### src/rtl/deficit_rr_scheduler_pkg.sv
// Shared types for the deficit round-robin scheduler: FSM states, counter
// operations and the deficit width derivation.
package sched_pkg;

    typedef enum logic [1:0] {
        IDLE,
        LOAD,
        SERVE
    } state_t;

    typedef enum logic [1:0] {
        CNT_HOLD,
        CNT_ADD,
        CNT_SUB,
        CNT_CLR
    } cnt_op_t;

    // One extra bit of headroom so a leftover deficit plus a full quantum fits.
    function automatic int dwid(input int qwid);
        return qwid + 1;
    endfunction

endpackage

### src/rtl/deficit_rr_scheduler_deficit_cnt.sv
// Per-requester deficit counter: saturating quantum add, packet-cost subtract,
// clear and hold, selected by the scheduler each cycle.
module deficit_cnt
    import sched_pkg::*;
#(
    parameter int QWID  = 8,
    parameter int PSIZE = 8,
    localparam int DWID = dwid(QWID)
) (
    input  logic            clk,
    input  logic            rst,
    input  cnt_op_t         op,
    input  logic [QWID-1:0] quantum,
    output logic [DWID-1:0] deficit
);

    localparam logic [DWID-1:0] PCOST = DWID'(PSIZE);

    function automatic logic [DWID-1:0] sat_add(input logic [DWID-1:0] a,
                                                input logic [QWID-1:0] b);
        logic [DWID:0] sum;
        sum = {1'b0, a} + {2'b00, b};
        return sum[DWID] ? {DWID{1'b1}} : sum[DWID-1:0];
    endfunction

    // The scheduler only subtracts when the cost is covered; the floor is a guard.
    function automatic logic [DWID-1:0] sub_floor(input logic [DWID-1:0] a);
        return (a >= PCOST) ? (a - PCOST) : '0;
    endfunction

    always_ff @(posedge clk or negedge rst) begin
        if (!rst) begin
            deficit <= '0;
        end else begin
            case (op)
                CNT_ADD:  deficit <= sat_add(deficit, quantum);
                CNT_SUB:  deficit <= sub_floor(deficit);
                CNT_CLR:  deficit <= '0;
                default:  deficit <= deficit;
            endcase
        end
    end

endmodule

### src/rtl/deficit_rr_scheduler.sv
// Deficit round-robin scheduler over NUM_REQS FIFO heads with a fixed packet cost.
// Optional build macro STRICT_PRIO_EN gives requester 0 absolute priority.
module deficit_rr_scheduler
    import sched_pkg::*;
#(
    parameter int NUM_REQS = 4,
    parameter int QWID     = 8,
    parameter int PSIZE    = 8
) (
    input  logic                         clk,
    input  logic                         rst,
    input  logic                         blk,
    input  logic [NUM_REQS-1:0]          reqs,
    input  logic [NUM_REQS*QWID-1:0]     input_quantums,
    output logic [NUM_REQS-1:0]          gnt,
    output logic                         gnt_vld,
    output logic [$clog2(NUM_REQS)-1:0]  ptr
);

    localparam int DWID = dwid(QWID);
    localparam int PW   = $clog2(NUM_REQS);
    localparam logic [PW-1:0]   LAST  = PW'(NUM_REQS - 1);
    localparam logic [DWID-1:0] PCOST = DWID'(PSIZE);

    state_t          state;
    logic [DWID-1:0] deficit [NUM_REQS];
    cnt_op_t         op      [NUM_REQS];
    logic            serving;
    logic            can_send;
    logic            send;
    logic            prio;

    assign serving  = (state == SERVE) && !blk;
    assign can_send = reqs[ptr] && (deficit[ptr] >= PCOST);
    // Gating with rst drops a grant in the very cycle reset is asserted.
    assign send     = rst && serving && can_send;

`ifdef STRICT_PRIO_EN
    assign prio = rst && reqs[0] && !blk;
`else
    assign prio = 1'b0;
`endif

    always_comb begin
        gnt = '0;
        if (prio) begin
            gnt[0] = 1'b1;
        end else if (send) begin
            gnt[ptr] = 1'b1;
        end
    end

    assign gnt_vld = |gnt;

    always_comb begin
        for (int i = 0; i < NUM_REQS; i++) begin
            op[i] = CNT_HOLD;
            if (!prio && (PW'(i) == ptr)) begin
                if (state == LOAD) begin
                    op[i] = CNT_ADD;
                end else if (serving) begin
                    if (can_send) begin
                        op[i] = CNT_SUB;
                    end else if (!reqs[ptr]) begin
                        op[i] = CNT_CLR;
                    end
                end
            end
        end
    end

    for (genvar i = 0; i < NUM_REQS; i++) begin : g_cnt
        deficit_cnt #(
            .QWID  (QWID),
            .PSIZE (PSIZE)
        ) u_cnt (
            .clk     (clk),
            .rst     (rst),
            .op      (op[i]),
            .quantum (input_quantums[i*QWID +: QWID]),
            .deficit (deficit[i])
        );
    end

    // A priority grant freezes the round-robin state entirely.
    always_ff @(posedge clk or negedge rst) begin
        if (!rst) begin
            state <= IDLE;
            ptr   <= '0;
        end else if (!prio) begin
            case (state)
                IDLE: begin
                    if (|reqs) state <= LOAD;
                end
                LOAD: begin
                    state <= SERVE;
                end
                SERVE: begin
                    if (!blk && !can_send) begin
                        ptr   <= (ptr == LAST) ? '0 : ptr + 1'b1;
                        state <= (|reqs) ? LOAD : IDLE;
                    end
                end
                default: begin
                    state <= IDLE;
                end
            endcase
        end
    end

endmodule

### config.mk
export PLATFORM = sky130hd
export DESIGN_NAME = deficit_rr_scheduler
export DESIGN_NICKNAME = d
export VERILOG_FILES = /design/src/rtl/deficit_rr_scheduler_pkg.sv /design/src/rtl/deficit_rr_scheduler_deficit_cnt.sv /design/src/rtl/deficit_rr_scheduler.sv
export SDC_FILE = /design/constraint.sdc
export NUM_CORES = 1
export LEC_CHECK = 0
export CORE_MARGIN = 2
export CORE_UTILIZATION = 55
export DETAILED_ROUTE_END_ITERATION = 7
export PLACE_DENSITY = 0.84
export SLEW_MARGIN = 40
export SYNTH_ARGS = -nofsm -noshare
export SYNTH_HDL_FRONTEND = slang
export SYNTH_HIERARCHICAL = 1
export SYNTH_SLANG_ARGS = --single-unit
export TNS_END_PERCENT = 100
### constraint.sdc
create_clock -name clk -period 4.83 [get_ports clk]
set_clock_uncertainty 0.2 [all_clocks]
set_input_delay 0.966 -clock clk [delete_from_list [all_inputs] [get_ports clk]]
set_output_delay 0.966 -clock clk [all_outputs]
set_load 0.005 [all_outputs]
==> metrics.md <==
| Metric | Value |
|---|---|
| Outcome | `finished clean` |
| Number of global-route vias before repair | `4129` |
| Row Count | `32` |
| Mapped cell area | `4470 um^2` |
| Unrepaired setup endpoints after global routing | `no` |
| DP Cell Count | `686` |
| Critical path launch point type | `input port` |
| GP Congestion | `0.916` |
| Post-synth top flop | `dfrtp_1` |
| Hold Vio Cnt, Final | `0` |
| Clock sinks | `40` |
| Root buf cell | `clkbuf_8` |
| WL/cell | `15.6 um` |
| YS warnings | `6` |
| Layout cells sized above 1 | `9.63%` |
| GRT Residual Overflow | `0` |
| Worst reg2reg path depth | `8` |
| TritonCTS buffer count | `5` |
| Least-Margin Pin Slew | `0.631 ns` |
| Clock slew at reported path FFs | `0.08 ns` |
| F_max | `0.244 GHz` |
| WP data required | `3.66 ns` |
| Crit path launch | `reqs[1]` |
| CTS tree | `done` |
| Relative slew margins | `57.3%` |
| CP endpoint kind | `output pin` |
| Setup Buffers After CTS | `0` |
| CORE AREA | `7810 um^2` |
| Initial drt markers | `265` |
| Initial antenna violation count | `0` |
| Cell Area, Placed | `5000 um^2` |
| Routed WL | `10800 um` |
| Cell variety after synth | `58` |
| CP arrival | `2.93 ns` |
| Fin crit share | `84.8%` |
| Worst vdd ir | `0.000281 V` |
| Overall power | `2.74 mW` |
| Post-Syn Nets | `630` |
| Reg-to-reg endpoint | `g_cnt[2].u_cnt/deficit[6]` |
| Die ar. | `8870 um^2` |
| Max stage delay on crit path | `0.51 ns` |
| Area Overhead vs Synth | `14.1%` |
| CP cell instances | `clkdlybuf4s50_1, mux4_2, clkinv_2, nor3_2, o41a_1, clkdlybuf4s50_1` |
| Post_cts resized | `0` |
| Syn_area_per_cell | `8.18 um^2` |
| Hold-fix buffers, CTS | `0` |
| Final setup viols | `0` |
| Drt via density | `6.34` |
| Crit path time final | `4.10 ns` |
| Initial core utilization | `57.3%` |
| I/O pin count | `46` |
| Max Root-Sink Buffers | `2` |
| Number of synthesized register bits | `40` |
| Post-route cell area | `5110 um^2` |
| Static Leak | `2.03 nW` |
| Max cap viols | `0` |
| Clock Latency Late Sink | `0.29 ns` |
| Most used cell along the critical path | `clkdlybuf4s50_1` |
| First-pass GRT wire length | `18900 um` |
| Core Util, Final | `65.4%` |
| Post-layout net count | `674` |
| Worst-path maximum fanout | `5` |
| DIE HEIGHT | `94.2 um` |
| Syn Inst Count | `547` |
| Setup slack, reg-to-reg | `1.53 ns` |
| Port bufs | `45` |
| DRC | `0` |
| Ant. Diodes | `0` |
| Via count | `4399` |
| Critical path endpoint | `gnt_vld` |
| Initial DRT Pass Iterations | `5` |
| Htree depth | `2` |
| HPWL Detailed | `8550 um` |
| WHS | `0.264 ns` |
| Post-synth EDFFs | `0` |
| HP Class | `flop to flop` |
| Die width | `94.2 um` |
| Worst Setup Path Type | `input port to output pin` |
| Slowest cell on crit path | `clkdlybuf4s50_1` |
| Max-slew violations | `0` |
| Finished Layout Cells | `694` |
| Final WS setup | `0.735 ns` |
| Antenna Violating Nets Remaining | `0` |
| Share of synthesized flip-flops with an asynchronous set or reset | `100%` |
| Final TNS setup | `0 ns` |
| Sequential share of the synthesized area | `22.4%` |
| Largest net degree at the start of global routing | `41` |
| Post-Place Setup Slack | `0.761 ns` |
| Worst r2r src | `ptr[0]` |
| GRT Resource Usage Total | `25.8%` |
| Cell Pwr Density | `537 nW/um^2` |
-- where the power goes --
group / internal [mW] / switching [mW] / leakage, nW
sequential: 0.489 / 0.274 / 0.472
combinational: 0.779 / 0.932 / 1.51
clock: 0.153 / 0.117 / 0.0552
total: 1.42 / 1.32 / 2.03
-- registers in the layout (all words and copies together) (netlist names) --
name and cells:
state 2, g_cnt.u_cnt/deficit 36, ptr 2
-- area by class of cell --
class,instances,area [um^2]
timing repair buffer,50,483
clock inverter,2,35.0
inverter,31,118
tap,102,128
multi-input combinational,463,3270
fill,656,2700
clock buffer,6,72.6
sequential,40,1000
-- placed cells by master (no fill, tap or decap), types with 5 or more instances in the layout --
master and n:
o21bai_1 9, nor3_1 21, a211oi_1 17, nand3_1 7
o21ai_0 32, or2_2 8, nor3_2 6, dfrtp_1 40
o31ai_1 16, and2_1 12, o211ai_1 8, a21o_1 8
nor2_1 39, inv_1 30, buf_4 5, nor2b_1 5
nand2_1 42, ha_1 40, nand2b_1 19, clkdlybuf4s50_1 44
a21oi_1 44, or3_1 20, nand4_1 13, clkbuf_8 5
-- cells by family after synthesis --
group	count (synthesis)	synth area share, %
XOR/XNOR	8	1.57
AO/OA/AOI/OAI	175	27.5
buffers and inverters	44	4.56
AND/OR/NAND/NOR	230	29.3
adder cells (fa/ha/maj)	44	13.0
multiplexers	6	1.73
flip-flops	40	22.4
-- how the worst min path moves through the flow --
stage / startpoint / end / slack (ns) / depth (start not counted)
2_1_floorplan: state[0] / state[0] / 0.22 / 1
5_1_grt: state[0] / state[0] / 0.27 / 1
4_1_cts: state[0] / state[0] / 0.26 / 1
6_report: state[0] / state[0] / 0.26 / 1
3_3_place_gp: state[0] / state[0] / 0.23 / 1
3_5_place_dp: state[0] / state[0] / 0.25 / 1
-- cells in the mapped netlist (5+ instances only) --
cell       n  area (um^2)
nand3_1    7         35.0
nor3_1    21          105
buf_4      8         60.1
or3_1     20          125
a211oi_1  17          128
nor2b_1    5         31.3
ha_1      40          500
and2_1    12         75.1
o211ai_1   8         60.1
nand2_1   42          158
a21oi_1   44          220
nand2b_1  19          119
nor2_1    39          146
nand4_1   13         81.3
o21bai_1   9         67.6
inv_1     30          113
o31ai_1   16          120
nor3_2     6         60.1
or2_2      8         50.1
a21o_1     8         60.1
o21ai_0   32          160
dfrtp_1   40         1000
-- critical path: cells and delay by family --
family	cells	cell delay, ns
buf+inv	3	1.10
simple gates	1	0.33
mux	1	0.31
compound gates	1	0.21
-- per-layer routing --
metal  track usage (%)  part of all wire (%)
met5                 0                     0
met3              3.93                   4.6
met2              43.1                    48
met1              35.2                    46
met4              5.92                   1.0
Power figures use the tool's default switching activity.
